--- src/rtl/display_bus_capture_pkg.sv ---
// rtl/display_bus_capture_pkg.sv - select codes, digit/state types and select decode for the display bus capture
package display_bus_pkg;

  localparam logic [3:0] SEL_D0    = 4'b1110;
  localparam logic [3:0] SEL_D1    = 4'b1101;
  localparam logic [3:0] SEL_D2    = 4'b1011;
  localparam logic [3:0] SEL_D3    = 4'b0111;
  localparam logic [3:0] SEL_BLANK = 4'b1111;

  typedef logic [1:0] digit_idx_t;

  typedef enum logic [1:0] {
    KIND_DIGIT,
    KIND_BLANK,
    KIND_ILLEGAL
  } sel_kind_t;

  typedef struct packed {
    sel_kind_t  kind;
    digit_idx_t idx;
  } sel_dec_t;

  typedef enum logic [1:0] {
    ST_IDLE,
    ST_COLLECT,
    ST_DONE
  } state_t;

  function automatic sel_dec_t decode_sel(input logic [3:0] sel);
    sel_dec_t d;
    d.kind = KIND_ILLEGAL;
    d.idx  = 2'd0;
    unique case (sel)
      SEL_D0:    begin d.kind = KIND_DIGIT; d.idx = 2'd0; end
      SEL_D1:    begin d.kind = KIND_DIGIT; d.idx = 2'd1; end
      SEL_D2:    begin d.kind = KIND_DIGIT; d.idx = 2'd2; end
      SEL_D3:    begin d.kind = KIND_DIGIT; d.idx = 2'd3; end
      SEL_BLANK: d.kind = KIND_BLANK;
      default:   d.kind = KIND_ILLEGAL;
    endcase
    return d;
  endfunction

endpackage

--- src/rtl/display_bus_capture_if.sv ---
// rtl/display_bus_capture_if.sv - display bus inputs and captured-word outputs with driver/receiver modports
interface display_bus_capture_if;

  logic        ena;
  logic [3:0]  disp_out;
  logic [3:0]  disp_sel;
  logic [15:0] word;
  logic        word_valid;
  logic        frame_err;
  logic        blank;

  modport master (
    output ena, disp_out, disp_sel,
    input  word, word_valid, frame_err, blank
  );

  modport slave (
    input  ena, disp_out, disp_sel,
    output word, word_valid, frame_err, blank
  );

endinterface

--- src/rtl/display_bus_capture_dwell_filter.sv ---
// rtl/display_bus_capture_dwell_filter.sv - input register plus saturating dwell counter, one accept per stable dwell
module display_dwell_filter #(
  parameter int                 WIDTH         = 8,
  parameter int                 STABLE_CYCLES = 2,
  parameter logic [WIDTH-1:0]   RESET_VAL     = '0
) (
  input  logic             clk0,
  input  logic             rst_n,
  input  logic             en,
  input  logic [WIDTH-1:0] din,
  output logic [WIDTH-1:0] dout,
  output logic             accept
);

  localparam logic [3:0] STABLE = 4'(STABLE_CYCLES);

  logic [WIDTH-1:0] prev_q;
  logic [3:0]       cnt_q;
  logic [3:0]       cnt_now;
  logic             changed;

  always_ff @(posedge clk0) begin
    if (!rst_n) begin
      dout   <= RESET_VAL;
      prev_q <= RESET_VAL;
      cnt_q  <= 4'd0;
    end else begin
      dout   <= din;
      prev_q <= dout;
      cnt_q  <= en ? cnt_now : 4'd0;
    end
  end

  always_comb begin
    changed = (dout != prev_q);
    if (changed)
      cnt_now = 4'd1;
    else if (cnt_q == 4'hF)
      cnt_now = cnt_q;
    else
      cnt_now = cnt_q + 4'd1;
  end

  // Saturation at 15 would otherwise re-fire forever when STABLE_CYCLES is 15.
  assign accept = en && (cnt_now == STABLE) && (changed || (cnt_q != STABLE));

endmodule

--- src/rtl/display_bus_capture.sv ---
// rtl/display_bus_capture.sv - reassembles filtered display-bus digits into 16-bit words, flags bad/stalled scans
module display_bus_capture #(
  parameter int STABLE_CYCLES  = 2,
  parameter int TIMEOUT_CYCLES = 64
) (
  input  logic                  clk0,
  input  logic                  rst_n,
  display_bus_capture_if.slave  bus
);
  import display_bus_pkg::*;

  localparam logic [9:0] TMO_LAST = 10'(TIMEOUT_CYCLES - 1);

  logic [7:0]  smp;
  logic        accept;
  sel_dec_t    dec;
  logic [3:0]  nib;

  state_t      state_q, state_n;
  digit_idx_t  exp_q, exp_n;
  logic [15:0] shadow_q, shadow_n;
  logic [15:0] word_q;
  logic        wv_q, wv_n;
  logic        fe_q, fe_n;
  logic        blank_q, blank_n;
  logic [9:0]  tmo_q, tmo_n;
  logic        timeout;

  display_dwell_filter #(
    .WIDTH         (8),
    .STABLE_CYCLES (STABLE_CYCLES),
    .RESET_VAL     ({SEL_BLANK, 4'h0})
  ) u_dwell (
    .clk0   (clk0),
    .rst_n  (rst_n),
    .en     (bus.ena),
    .din    ({bus.disp_sel, bus.disp_out}),
    .dout   (smp),
    .accept (accept)
  );

  assign dec = decode_sel(smp[7:4]);
  assign nib = smp[3:0];

  always_ff @(posedge clk0) begin
    if (!rst_n) begin
      state_q  <= ST_IDLE;
      exp_q    <= 2'd0;
      shadow_q <= 16'h0;
      word_q   <= 16'h0;
      wv_q     <= 1'b0;
      fe_q     <= 1'b0;
      blank_q  <= 1'b0;
      tmo_q    <= 10'd0;
    end else begin
      state_q  <= state_n;
      exp_q    <= exp_n;
      shadow_q <= shadow_n;
      if (wv_n)
        word_q <= shadow_q;
      wv_q     <= wv_n;
      fe_q     <= fe_n;
      blank_q  <= blank_n;
      tmo_q    <= tmo_n;
    end
  end

  always_comb begin
    state_n  = state_q;
    exp_n    = exp_q;
    shadow_n = shadow_q;
    blank_n  = blank_q;
    wv_n     = 1'b0;
    fe_n     = 1'b0;
    tmo_n    = (accept || (state_q != ST_COLLECT)) ? 10'd0 : tmo_q + 10'd1;
    timeout  = (state_q == ST_COLLECT) && (tmo_q == TMO_LAST);

    if (!bus.ena) begin
      state_n = ST_IDLE;
      tmo_n   = 10'd0;
    end else begin
      if (accept)
        blank_n = (dec.kind == KIND_BLANK);

      unique case (state_q)
        ST_IDLE: begin
          if (accept) begin
            if (dec.kind == KIND_ILLEGAL) begin
              fe_n = 1'b1;
            end else if ((dec.kind == KIND_DIGIT) && (dec.idx == 2'd0)) begin
              shadow_n[3:0] = nib;
              exp_n         = 2'd1;
              state_n       = ST_COLLECT;
            end
          end
        end

        ST_COLLECT: begin
          // An accept in the same cycle as the timeout keeps the frame alive.
          if (accept) begin
            unique case (dec.kind)
              KIND_DIGIT: begin
                if (dec.idx == exp_q) begin
                  shadow_n[{dec.idx, 2'b00} +: 4] = nib;
                  if (exp_q == 2'd3)
                    state_n = ST_DONE;
                  else
                    exp_n = exp_q + 2'd1;
                end else if (dec.idx == (exp_q - 2'd1)) begin
                  shadow_n[{dec.idx, 2'b00} +: 4] = nib;
                end else begin
                  fe_n = 1'b1;
                  if (dec.idx == 2'd0) begin
                    shadow_n[3:0] = nib;
                    exp_n         = 2'd1;
                  end else begin
                    state_n = ST_IDLE;
                  end
                end
              end
              KIND_BLANK: state_n = ST_IDLE;
              default: begin
                fe_n    = 1'b1;
                state_n = ST_IDLE;
              end
            endcase
          end else if (timeout) begin
            fe_n    = 1'b1;
            state_n = ST_IDLE;
          end
        end

        ST_DONE: begin
          // word_valid owns this cycle; only a fresh d0 is carried forward.
          wv_n    = 1'b1;
          state_n = ST_IDLE;
          if (accept && (dec.kind == KIND_DIGIT) && (dec.idx == 2'd0)) begin
            shadow_n[3:0] = nib;
            exp_n         = 2'd1;
            state_n       = ST_COLLECT;
          end
        end

        default: state_n = ST_IDLE;
      endcase
    end
  end

  assign bus.word       = word_q;
  assign bus.word_valid = wv_q & bus.ena;
  assign bus.frame_err  = fe_q & bus.ena;
  assign bus.blank      = blank_q;

endmodule

--- src/flat_wrapper.sv ---
// flat-port wrapper written by rule: the top's interface ports become plain ports
module display_bus_capture_flat import display_bus_pkg::*;
#(
  parameter int STABLE_CYCLES  = 2,
  parameter int TIMEOUT_CYCLES = 64
)
  (clk0, rst_n, bus_ena, bus_disp_out, bus_disp_sel, bus_word, bus_word_valid, bus_frame_err, bus_blank);
  display_bus_capture_if bus_i ();
  input  logic clk0;
  input  logic rst_n;
  input wire logic [$bits(bus_i.ena)-1:0] bus_ena;
  input wire logic [$bits(bus_i.disp_out)-1:0] bus_disp_out;
  input wire logic [$bits(bus_i.disp_sel)-1:0] bus_disp_sel;
  output wire logic [$bits(bus_i.word)-1:0] bus_word;
  output wire logic [$bits(bus_i.word_valid)-1:0] bus_word_valid;
  output wire logic [$bits(bus_i.frame_err)-1:0] bus_frame_err;
  output wire logic [$bits(bus_i.blank)-1:0] bus_blank;
  assign bus_i.ena = bus_ena;
  assign bus_i.disp_out = bus_disp_out;
  assign bus_i.disp_sel = bus_disp_sel;
  assign bus_word = bus_i.word;
  assign bus_word_valid = bus_i.word_valid;
  assign bus_frame_err = bus_i.frame_err;
  assign bus_blank = bus_i.blank;
  display_bus_capture #(.STABLE_CYCLES(STABLE_CYCLES), .TIMEOUT_CYCLES(TIMEOUT_CYCLES)) u_core (.clk0(clk0), .rst_n(rst_n), .bus(bus_i));
endmodule
--- config.mk ---
export PLATFORM = sky130hd
export DESIGN_NAME = display_bus_capture_flat
export DESIGN_NICKNAME = d
export VERILOG_FILES = /design/src/rtl/display_bus_capture_pkg.sv /design/src/rtl/display_bus_capture_if.sv /design/src/rtl/display_bus_capture_dwell_filter.sv /design/src/rtl/display_bus_capture.sv /design/src/flat_wrapper.sv
export SDC_FILE = /design/constraint.sdc
export NUM_CORES = 1
export LEC_CHECK = 0
export CAP_MARGIN = 20
export CORE_MARGIN = 5
export CORE_UTILIZATION = 34
export CTS_CLUSTER_SIZE = 16
export DETAILED_ROUTE_END_ITERATION = 6
export HOLD_SLACK_MARGIN = 0.1
export PLACE_DENSITY = 0.56
export SLEW_MARGIN = 20
export SYNTH_ARGS = -nofsm -noshare
export SYNTH_HDL_FRONTEND = slang
export SYNTH_SLANG_ARGS = --single-unit
--- constraint.sdc ---
create_clock -name clk0 -period 2.95 [get_ports clk0]
set_input_delay 0.4425 -clock clk0 [delete_from_list [all_inputs] [get_ports clk0]]
set_output_delay 0.4425 -clock clk0 [all_outputs]
set_load 0.01 [all_outputs]
# == Word level (Yosys, flattened, before mapping) ==
# Cells that the tools add are included.
# word_totals
mem_count,0
ram_bits,0
latch_bits,0
wordCells,122
out_inout_bits,19
regBits,69
romBits,0
in_bits,11
# classes
n_eq_ne,32
n_bitwise,4
magnitude_cmp,0
addsub,5
div_mod_pow,0
multipliers,0
shifts,2
n_reduce_logical,21
n_mux,46
# op_table
cell,count
$mux W4,10
$mux W2,17
$eq A4 B4 Y1 const B,5
$pmux W2 S3,3
$bwmux W16,1
$mux W16,1
$shift A4 B6 Y16 const A,1
$shiftx A4 B6 Y16,1
$ne A5 B5 Y1 const B,3
$mux W12,1
$pmux W4 S3,1
$reduce_and A11 Y1,1
$add A10 B1 Y10 const B,1
$eq A10 B6 Y1 const B,1
$ne A2 B1 Y1 const B,5
$mux W1,9
$ne A3 B3 Y1 const B,3
$reduce_and A9 Y1,1
$ne A8 B8 Y1,1
$reduce_and A7 Y1,1
$eq A2 B2 Y1 const B,3
$logic_and A1 B1 Y1,6
$logic_not A2 Y1,3
$neg A4 Y6,1
other kinds (22),30

# == Depth between registers and ports, before layout ==
# Gate-level depths: netlist (run 1).
# depth
word_depth,10
mapped_depth,9

# == By module ==
# From an unflattened synthesis (run 1), not the netlist that was laid out.
# hier_totals
hier_cells,361
area_unflattened_um2,3219.3
# modules_own_cells
mod,area_per_inst_um2,cells_each,n_inst
display_bus_capture,2462.4,291,1
display_dwell_filter,757.0,70,1

# == Worst setup path before layout (run 1) ==
# No wires, ideal clock.
# synth_path
kind,register to register
startpoint,register u_core.u_dwell.dout[7]
endpoint,register u_core.exp_q[0]
required_time_ns,2.834
path_slack_ns,0.736
path_stages_with_launch,9
path_buffers,1
arrival_ns,2.097
period_less_slack_ns,2.214
cell_sequence,dfxtp_1 > buf_2 > xor2_1 > nand3_1 > ha_1 > nor4_1 > a211oi_2 > o211a_1 > o211a_1
# synth_via
elab_chain_len,9
elab_cells_between_ends,36
cone_classes,eq/ne: 19; mux: 7; reduce/logical: 10
# synth_lines
element,line_no,rtl
start: declaration,display_bus_capture_dwell_filter.sv:11,"output logic [WIDTH-1:0] dout,"
start signal: assignment,display_bus_capture_dwell_filter.sv:28,dout <= din;
$ne A8 B8 Y1,display_bus_capture_dwell_filter.sv:35,changed = (dout != prev_q);
$mux W4,display_bus_capture_dwell_filter.sv:36,if (changed)
$eq A4 B2 Y1,display_bus_capture_dwell_filter.sv:45,assign accept = en && (cnt_now == STABLE) && (changed || (cnt_q != STABLE));
$logic_and A1 B1 Y1 (2 in a row),display_bus_capture_dwell_filter.sv:45,
$logic_and A1 B1 Y1 (2 in a row),display_bus_capture.sv:137,if (accept && (dec.kind == KIND_DIGIT) && (dec.idx == 2'd0)) begin
$ne A2 B1 Y1 (no source line),--,
$reduce_and A11 Y1 (no source line),--,
end signal: assignment,display_bus_capture.sv:57,exp_q <= exp_n;
end: declaration,display_bus_capture.sv:20,"digit_idx_t exp_q, exp_n;"
# Parallel ways exist; a longest one is shown, timed or not. The select of a mux whose other input is x is not followed.
# A chain may end at the register's enable or synchronous reset.

# == Worst setup path after layout (run 1) ==
# layout_path
startpoint,register u_core.u_dwell.dout[7]
endpoint,register u_core.shadow_q[9]
# layout_via
elab_chain_len,7
elab_cells_between_ends,25
cone_classes,add/sub: 1; eq/ne: 9; shift: 2; mux: 6; reduce/logical: 7
# layout_lines
element,line_no,rtl
$eq A4 B3 Y1 or $eq A4 B4 Y1 (tied branches),display_bus_capture_pkg.sv:33,unique case (sel)
$pmux W2 S3,display_bus_capture_pkg.sv:33,
$neg A4 Y6,"display_bus_capture.sv:104, display_bus_capture.sv:110",
$shiftx A4 B6 Y16 or $shift A4 B6 Y16 (tied branches),"display_bus_capture.sv:104, display_bus_capture.sv:110",
$bwmux W16,"display_bus_capture.sv:104, display_bus_capture.sv:110",
$mux W12,display_bus_capture.sv:109,end else if (dec.idx == (exp_q - 2'd1)) begin
$mux W16,display_bus_capture.sv:103,if (dec.idx == exp_q) begin
end signal: assignment,display_bus_capture.sv:58,shadow_q <= shadow_n;
end: declaration,display_bus_capture.sv:21,"logic [15:0] shadow_q, shadow_n;"
# Parallel ways exist; a longest one is shown, timed or not. The select of a mux whose other input is x is not followed.

==> metrics.md, run 1 <==
| Metric | Value |
|---|---|
| # diodes | `0` |
| Io pins | `30` |
| H-Tree Depth | `3` |
| Internal | `roughly 1400 uW` |
| Outcome | `complete, no violations` |
| Crit Path Category | `register to register` |
| Final cell count without fillers | `around 520` |
| Setup violations, final | `0` |
| Area grow syn2layout | `17.3%` |
| First-pass GRT wire length | `around 11 mm` |
| PortBufs | `29` |
| GP Congestion | `0.799` |
| Drc violations | `0` |
| Setup Skew | `15.5 ps` |
| Number of global-route vias before repair | `2362` |
| DRT Wirelength | `6.25 mm` |
| Die ar. | `approximately 11000 sq um` |
| Worst Setup Start Kind | `register` |
| Synth Net Count | `386` |
| DP HPWL | `4.50 mm` |
| CTS hold repair buffers | `0` |
| Yosys reg bits | `69` |
| Iteration-0 DRC Markers | `108` |
| Vias/cell | `4.66` |
| Leak | `0.00145 uW` |
| Net Sw Frac | `between 20% and 30%` |
| Initial Utilization | `between 30% and 40%` |
| Pins over their slew limit | `0` |
| CORE AREA | `9240 sq um` |
| Antenna Nets Post-Route | `0` |
| Critical path peak fanout | `17` |
| Layout Nets | `408` |
| Fmax | `about 390 MHz` |
| Sequential Power Share | `52.5%` |
| Initial antenna violation count | `0` |
| Final Hold Fails | `0` |
| Worst skew pair latency | `350 ps` |
| Power density cells | `486 nW/um^2` |
| WL/cell | `12.0 um` |
| Via count | `between 2000 and 2500` |
| Async SR Flop Fraction | `0%` |
| Gr usage total | `a little under an eighth` |
| R2r setup slk | `410 ps` |
| Distinct cells, synth | `between 50 and 60` |
| Clock Power Share | `about two fifths` |
| CTS tree | `built` |
| Root buffer cell | `clkbuf_8` |
| Actual slew at the worst max-slew pin | `603 ps` |
| Sequential element share of the synthesized area | `between 40% and 50%` |
| Peak supply drop | `between 0.15 and 0.2 mV` |
| Synthesized area | `3210 sq um` |
| Largest net degree at the start of global routing | `53` |
| Placed Cells | `506` |
| CP required | `3230 ps` |
| Final worst path period need | `between 2000 and 3000 ps` |
| CTS buffer count | `9` |
| Row count | `35` |
| Max Buffers Root-to-Sink | `2` |
| RSZ-0062 raised after global routing | `false` |
| Tcrit/Tclk final | `between 80% and 90%` |
| Number of synthesized flops with an enable pin | `0` |
| Final Util | `slightly above 40%` |
| Main synth FF type | `dfxtp_1` |
| Clk sink count | `69` |
| Total global routing overflow | `0` |
| # Max-Cap Violations | `0` |
| Hold slack | `around 460 ps` |
| Cts repair resizes | `0` |
| Synth Area per Inst | `8.77 sq um` |
| Synth warn | `0` |
| Crit path arrival time | `around 2800 ps` |
| Logic gate share of total power | `under 10%` |
| Gate count after technology mapping | `366` |
| Layout cells sized above 1 | `7.14%` |
| CP endpoint kind | `register` |
| Headroom to the max-slew limit | `59.7%` |
| Fillers | `934` |
| 1st-pass router iterations | `4` |
| Post CTS Setup Buffer Count | `0` |
| Reg clk slew, reported paths | `around 80 ps` |
| Sw power | `447 uW` |
| Sum Neg Setup Slack | `0 ps` |
| Die X | `107 um` |
| Die height | `107 um` |
| Hold Path Class | `register to register` |
critical path, cell delays in order, from the launching register on:
cell,delay [ps]
dfxtp_1,680
a21oi_1,180
o31a_1,330
or3_1,500
o21ai_4,250
nand4bb_1,310
mux2i_1,240
cells in the final DEF, fill, tap and decap left out, types with 3 or more instances in the layout:
cell,n
o21ai_0,3
nand3_1,11
nor4_1,5
clkbuf_8,9
a21oi_1,6
inv_1,14
and3_1,5
a21boi_0,16
dfxtp_1,69
ha_1,9
nand4bb_1,3
nor3_1,8
xor2_1,14
nor2_1,20
xnor2_1,5
clkdlybuf4s50_1,29
nand2_1,80
nand3b_1,6
nand2b_1,8
o22ai_1,6
and2_1,9
mux2i_1,13
stage by stage:
stage          area, sq um  total power [uW]  setup slack (ps)
3_3_place_gp          3580              1110               481
5_1_grt               3770              1910               160
4_1_cts               3770              1850               389
6_report              3770              1830               406
2_1_floorplan         3210              1070               736
3_5_place_dp          3580              1110               400
cells by family (layout without fill, tap and decap cells):
family	after synthesis	after routing	share of synthesized area [%]
flops	69	69	43.0
fa+ha+maj	10	10	3.82
compound gates	50	50	12.7
xor+xnor	19	19	5.18
buf+inv	33	59	4.48
mux	13	13	4.05
simple gates	172	172	26.8
power groups by stage:
| stage | Clock (uW) | Sequential [uW] | Combinational [uW] |
|---|---|---|---|
| floorplan | 0 | 970 | 103 |
| global placement | 0 | 981 | 129 |
| detailed placement | 0 | 981 | 129 |
| CTS | 762 | 959 | 130 |
| global route | 802 | 962 | 146 |
| finish | 741 | 960 | 129 |
state kept, by name (all words and copies together), names as in the netlist, 2 cells and up:
name,cells
u_core.u_dwell.cnt_q,4
u_core.tmo_q,10
u_core.state_q,2
u_core.shadow_q,16
u_core.u_dwell.dout,8
u_core.u_dwell.prev_q,8
u_core.exp_q,2
u_core.bus.word,16
synthesized netlist by cell type, types with 2 or more instances:
master / instances / area share (%)
nand2_1: 80 / 9.4
dfxtp_1: 69 / 43
nor2_1: 20 / 2.3
a21boi_0: 16 / 3.7
inv_1: 14 / 1.6
xor2_1: 14 / 3.8
mux2i_1: 13 / 4.1
nand3_1: 11 / 1.7
and2_1: 9 / 1.8
clkbuf_1: 9 / 1.1
ha_1: 9 / 3.5
nand2b_1: 8 / 1.6
nor3_1: 8 / 1.2
buf_2: 7 / 1.1
a21oi_1: 6 / 0.94
nand3b_1: 6 / 1.4
o22ai_1: 6 / 1.2
and3_1: 5 / 0.97
nor4_1: 5 / 0.97
xnor2_1: 5 / 1.4
buf_4: 3 / 0.70
nand4bb_1: 3 / 1.1
o21ai_0: 3 / 0.47
a2111oi_0: 2 / 0.55
and3b_1: 2 / 0.55
nor2b_1: 2 / 0.39
nor3b_1: 2 / 0.47
o211a_1: 2 / 0.62
o211ai_1: 2 / 0.47
o221ai_2: 2 / 0.94
or3_1: 2 / 0.39
layer usage:
layer / share of wire, % / GRT usage, %
met4: 1.9 / 5.48
met2: 40 / 16.8
met5: 0 / 0
met3: 4.2 / 3.55
met1: 54 / 16.1
path summary, 6_finish.rpt:
check | start | cells after the start | end
max | u_core.u_dwell.dout[7] | 6 | u_core.shadow_q[9]
min reg2reg | u_core.shadow_q[3] | 2 | u_core.bus.word[3]
max reg2reg | u_core.u_dwell.dout[7] | 6 | u_core.shadow_q[9]
min | u_core.shadow_q[3] | 2 | u_core.bus.word[3]
layout make-up:
cell class	instances	area (sq um)	area share, %
Tap cell	129	161	4.28
Clock buffer	9	124	3.29
Inverter	14	52.6	1.39
Sequential cell	69	1380	36.7
Timing Repair Buffer	30	298	7.90
Multi-Input combinational cell	264	1690	44.7
Clock inverter	6	65.1	1.73
Power figures use the tool's default switching activity.
==> run 2, diff against run 1 <==
- CORE_MARGIN: 5 -> 4
==> run 2 against run 1 <==
  * Final cell count down 2.9%
  * Sequential power about the same
  * First-iteration DRC count down 23%
  * Sequential share of layout area down 0.34 points
  * Global-route usage up 0.56 points
  * Clock skew up 2.1 ps
  * Clock power up 18%
  * Critical path depth unchanged
  * Final area up 0.93%
  * Critical endpoint is now u_core.shadow_q[10]
==> metrics.md, run 2 (synthesis gave the netlist of run 1 again) <==
| Metric | Value |
|---|---|
| CP required | `3220 ps (about the same)` |
| Slowest-stage cell, CP | `dfxtp_1` |
| CP max stage delay | `680 ps (about the same)` |
| CTS hold repair buffers | `0 (unchanged)` |
| Critical path peak fanout | `17 (unchanged)` |
| Design Area, Final | `3800 sq um (+0.93%)` |
| Pins over their slew limit | `0 (unchanged)` |
| # diodes | `0 (unchanged)` |
| Iteration-0 DRC Markers | `83 (-23%)` |
| Final Hold Fails | `0 (unchanged)` |
| Headroom to the max-slew limit | `59.9% (+0.20 points)` |
| Total global routing overflow | `0 (unchanged)` |
| Commonest non-fill, non-tap cell in the layout | `nand2_1` |
| WP buf/inv | `0 (unchanged)` |
| Power density cells | `516 nW/um^2 (+6.3%)` |
| CTS buffer count | `9 (unchanged)` |
| Fmax | `394 MHz (+0.19%)` |
| DP HPWL | `4.58 mm (+1.9%)` |
| Setup violations, final | `0 (unchanged)` |
| 1st-pass router iterations | `4 (unchanged)` |
| Crit-path cells | `a21oi_1 > o31a_1 > or3_1 > o21ai_4 > nand4bb_1 > mux2i_1` |
| Actual slew at the worst max-slew pin | `600 ps (-3.01 ps)` |
| Leak | `0.00148 uW (+1.9%)` |
| Crit path arrival time | `2810 ps (-20 ps)` |
| Worst Setup Start Kind | `register` |
| Final Util | `41.3% (+0.58 points)` |
| Hold Path Class | `register to register` |
| Crit path max-delay family | `simple AND/OR/NAND/NOR gates` |
| First-pass GRT wire length | `11.2 mm (+3.1%)` |
| RSZ-0062 raised after global routing | `false` |
| GP Congestion | `0.792 (-0.85%)` |
| Hold slack | `459 ps (-2.32 ps)` |
| Post CTS Setup Buffer Count | `0 (unchanged)` |
| Vias/cell | `4.76 (+2.2%)` |
| Root buffer cell | `clkbuf_8` |
| Fillers | `942 (+0.86%)` |
| Via count | `2407 (-0.78%)` |
| PortBufs | `29 (unchanged)` |
| Largest net degree at the start of global routing | `39 (-26%)` |
| Clk sink count | `69 (unchanged)` |
| Tcrit/Tclk final | `86.1% (-0.17 points)` |
| CTS tree | `built` |
| Net Sw Frac | `23.4% (-1.0 points)` |
| DRT Wirelength | `6.30 mm (+0.72%)` |
| Max Buffers Root-to-Sink | `2 (unchanged)` |
| Most frequent cells in the layout | `nand2_1, dfxtp_1, clkdlybuf4s50_1` |
| Die X | `105 um (-1.9%)` |
| Drc violations | `0 (unchanged)` |
| Gr usage total | `12.3% (+0.56 points)` |
| Die height | `105 um (-1.9%)` |
| Area after DPL | `3570 sq um (-0.21%)` |
| Initial Utilization | `34.9% (+0.17 points)` |
| Io pins | `30 (unchanged)` |
| Reg clk slew, reported paths | `80 ps (about the same)` |
| Sequential Power Share | `48.8% (-3.7 points)` |
| Die ar. | `11100 sq um (-3.7%)` |
| WL/cell | `12.4 um (+3.7%)` |
| Clock Power Share | `44.4% (+3.9 points)` |
| # Max-Cap Violations | `0 (unchanged)` |
| Setup Skew | `17.6 ps (+2.11 ps)` |
| H-Tree Depth | `3 (unchanged)` |
| Antenna Nets Post-Route | `0 (unchanged)` |
| Peak supply drop | `0.247 mV (+50%)` |
| Internal | `1500 uW (+8.8%)` |
| Logic gate share of total power | `6.7% (-0.4 points)` |
| Number of global-route vias before repair | `2370 (+0.34%)` |
| Final worst path period need | `2540 ps (-4.94 ps)` |
| Crit Path Category | `register to register` |
| Total Power | `1960 uW (+7.3%)` |
| Outcome | `complete, no violations` |
| Initial antenna violation count | `0 (unchanged)` |
| Area grow syn2layout | `18.4%` |
| Sw power | `459 uW (+2.7%)` |
| Layout cells sized above 1 | `7.85% (+0.71 points)` |
| Sum Neg Setup Slack | `0 ps (unchanged)` |
| CORE AREA | `9200 sq um (-0.47%)` |
| Row count | `35 (unchanged)` |
| Layout Nets | `410 (+0.49%)` |
| Worst skew pair latency | `350 ps (about the same)` |
| CP endpoint kind | `register` |
| Cts repair resizes | `0 (unchanged)` |
==> run 2: cell types whose count changed in the layout (fill, tap and decap cells not counted), sizes merged <==
cell,previous run,this run
clkinv,4,2
inv,14,15
clkbuf,9,10
bufinv,1,2
buf,1,3
==> run 2: metal layers <==
metal  routed length [um]  track usage, %
met1                 3400            17.4
met3                  206            3.15
met5                    0               0
met2                 2600            17.6
met4                   95            5.25
==> run 2: worst paths after layout <==
kind                                             start             endpoint  slack, ps  depth (start not counted)
worst max-delay path            u_core.u_dwell.dout[7]  u_core.shadow_q[10]        410                          6
worst min-delay path                u_core.shadow_q[0]   u_core.shadow_q[0]        460                          2
worst max register to register  u_core.u_dwell.dout[7]  u_core.shadow_q[10]        410                          6
worst min register to register      u_core.shadow_q[0]   u_core.shadow_q[0]        460                          2
==> run 2: worst min-delay path: cells and delay by family (launching register included) <==
| kind | cells | cell delay [ps] |
|---|---|---|
| AOI/OAI and AO/OA | 1 | 50 |
| DFF | 1 | 310 |
| and+or+nand+nor | 1 | 50 |
==> run 2: cell type report <==
class,count,area [sq um],area share [%]
Multi-Input combinational cell,264,1690,44.3
Timing Repair Buffer,32,313,8.23
Tap cell,111,139,3.65
Sequential cell,69,1380,36.3
Inverter,14,52.6,1.38
Clock inverter,6,93.8,2.47
Clock buffer,10,138,3.62
==> run 2: per-stage QoR <==
step	worst slack (ps)	instances
floorplan	736	366
global placement	482	490
detailed placement	436	490
CTS	419	506
global route	151	506
finish	411	506
==> run 2: power by group through the flow <==
stage | Sequential, uW | Combinational [uW] | Clock (uW)
3_3_place_gp | 980 | 134 | 0
6_report | 958 | 132 | 872
4_1_cts | 958 | 133 | 903
5_1_grt | 961 | 150 | 952
3_5_place_dp | 980 | 132 | 0
2_1_floorplan | 970 | 103 | 0
==> run 3, diff against run 2 <==
- PLACE_DENSITY: 0.56 -> default
==> run 3 against run 2 <==
  * Maximum frequency is 1.0% higher
  * Worst setup slack better by 26 ps
  * Final cell count is 0.20% lower
  * Final area decreased by 0.66%
  * Combinational power is essentially flat
  * First-iteration DRC count fell by 2.4%
  * Total power decreased by 1.6%
  * Critical endpoint is now u_core.shadow_q[13]
==> metrics.md, run 3 (synthesis gave the netlist of run 1 again) <==
| Metric | Value |
|---|---|
| CTS buffer count | `9 (unchanged)` |
| Worst r2r path cells | `6 (unchanged)` |
| Fmax | `398 MHz (+1.0%)` |
| # diodes | `0 (unchanged)` |
| Cts repair resizes | `0 (unchanged)` |
| WL/cell | `12.5 um (+0.23%)` |
| CORE AREA | `9200 sq um (unchanged)` |
| Pins over their slew limit | `0 (unchanged)` |
| Total global routing overflow | `0 (unchanged)` |
| CTS tree | `built` |
| # Max-Cap Violations | `0 (unchanged)` |
| Leak | `0.00147 uW (-0.74%)` |
| Sum Neg Setup Slack | `0 ps (unchanged)` |
| Initial Utilization | `34.9% (unchanged)` |
| Critical path peak fanout | `17 (unchanged)` |
| Io pins | `30 (unchanged)` |
| Final Hold Fails | `0 (unchanged)` |
| DRT Wirelength | `6.30 mm (about the same)` |
| Final worst path period need | `2510 ps (-25.6 ps)` |
| H-Tree Depth | `3 (unchanged)` |
| Post CTS Setup Buffer Count | `0 (unchanged)` |
| Net Sw Frac | `23.7% (+0.28 points)` |
| GP Congestion | `0.761 (-4.0%)` |
| Final cell count without fillers | `505 (-0.20%)` |
| Iteration-0 DRC Markers | `81 (-2.4%)` |
| Worst Setup Start Kind | `register` |
| Crit Path Category | `register to register` |
| Critical Path Stages | `6 (unchanged)` |
| Vias/cell | `4.89 (+2.8%)` |
| Clock Power Share | `43.6% (-0.8 points)` |
| Sw power | `458 uW (-0.40%)` |
| Number of global-route vias before repair | `2292 (-3.3%)` |
| CP max stage delay | `670 ps (about the same)` |
| Most frequent cells in the layout | `nand2_1, dfxtp_1, clkdlybuf4s50_1` |
| Logic gate share of total power | `6.7% (about the same)` |
| Crit-path cells | `a21oi_1 > o31a_1 > or3_1 > o21ai_4 > nand4bb_1 > mux2i_1` |
| CP required | `3230 ps (about the same)` |
| Outcome | `complete, no violations` |
| Layout cells sized above 1 | `7.36% (-0.49 points)` |
| Tcrit/Tclk final | `85.2% (-0.87 points)` |
| Antenna Nets Post-Route | `0 (unchanged)` |
| Crit path max-delay family | `simple AND/OR/NAND/NOR gates` |
| Commonest non-fill, non-tap cell in the layout | `nand2_1` |
| Crit path arrival time | `2790 ps (-20 ps)` |
| CP endpoint kind | `register` |
| Largest net degree at the start of global routing | `37 (-5.1%)` |
| CTS hold repair buffers | `0 (unchanged)` |
| Setup violations, final | `0 (unchanged)` |
| Power density cells | `511 nW/um^2 (-0.94%)` |
| Clk sink count | `69 (unchanged)` |
| Slowest-stage cell, CP | `dfxtp_1` |
| Initial antenna violation count | `0 (unchanged)` |
| Via count | `2469 (+2.6%)` |
| Internal | `1470 uW (-2.0%)` |
| Seq. cell area | `1380 sq um (unchanged)` |
| Die X | `105 um (unchanged)` |
| Actual slew at the worst max-slew pin | `613 ps (+13.4 ps)` |
| Root buffer cell | `clkbuf_8` |
| Worst hold path depth | `2 (unchanged)` |
| Die ar. | `11100 sq um (unchanged)` |
| Sequential Power Share | `49.6% (+0.8 points)` |
| First-pass GRT wire length | `10.9 mm (-2.3%)` |
| Placed Cells | `489 (-0.20%)` |
| WP buf/inv | `0 (unchanged)` |
| Gr usage total | `12.1% (-0.22 points)` |
| Hold Path Class | `register to register` |
| Headroom to the max-slew limit | `59.0% (-0.90 points)` |
| Row count | `35 (unchanged)` |
| Die height | `105 um (unchanged)` |
| Reg clk slew, reported paths | `80 ps (about the same)` |
| Area grow syn2layout | `17.7%` |
| Drc violations | `0 (unchanged)` |
| Setup Skew | `9.16 ps (-8.41 ps)` |
| Max Buffers Root-to-Sink | `2 (unchanged)` |
| Layout Nets | `409 (-0.24%)` |
| DP HPWL | `4.57 mm (-0.27%)` |
| 1st-pass router iterations | `4 (unchanged)` |
| Peak supply drop | `0.174 mV (-30%)` |
| RSZ-0062 raised after global routing | `false` |
| PortBufs | `29 (unchanged)` |
| Worst skew pair latency | `350 ps (about the same)` |
| Fillers | `949 (+0.74%)` |
| Area of the multi-input gates | `1690 sq um (unchanged)` |
## run 3: worst paths after layout
check	start	slack [ps]	endpoint
worst max register to register	u_core.u_dwell.dout[7]	440	u_core.shadow_q[13]
worst max-delay path	u_core.u_dwell.dout[7]	440	u_core.shadow_q[13]
worst min-delay path	u_core.shadow_q[2]	460	u_core.shadow_q[2]
worst min register to register	u_core.shadow_q[2]	460	u_core.shadow_q[2]
## run 3: layout make-up
cell class                      instances  share of cell area [%]
Tap cell                              111                    3.68
Clock inverter                          6                    2.29
Clock buffer                           10                    3.38
Timing Repair Buffer                   31                    8.08
Sequential cell                        69                    36.6
Multi-Input combinational cell        264                    44.6
Inverter                               14                    1.39
## run 3: tightest hold or removal path, stage by stage, from the launching register on
cell and delay [ps]:
dfxtp_1 310, nand2_1 50, o22ai_1 50
## run 3: per-stage QoR
stage	util (%)	total power (uW)	instance area, sq um	hold WS (ps)	worst slack (ps)
final	41.1	1930	3780	462	437
after global routing	41.1	2010	3780	485	235
after CTS	41.1	1960	3780	464	439
after detailed placement	38.7	1110	3560	452	447
after global placement	38.7	1110	3560	446	515
after floorplan	-	1070	3210	426	736
## run 3: power by group through the flow
stage	logic (uW)	registers (uW)	clock network [uW]
global route	146	961	907
global placement	130	980	0
CTS	130	959	868
floorplan	103	970	0
detailed placement	130	980	0
finish	130	959	843
## run 3: layer usage
metal,up-vias,wire length [um],track usage [%]
li1,1283,-,-
met2,42,2580,16.9
met5,-,0,0
met3,11,252,3.09
met4,0,132,5.90
met1,1133,3340,17.1
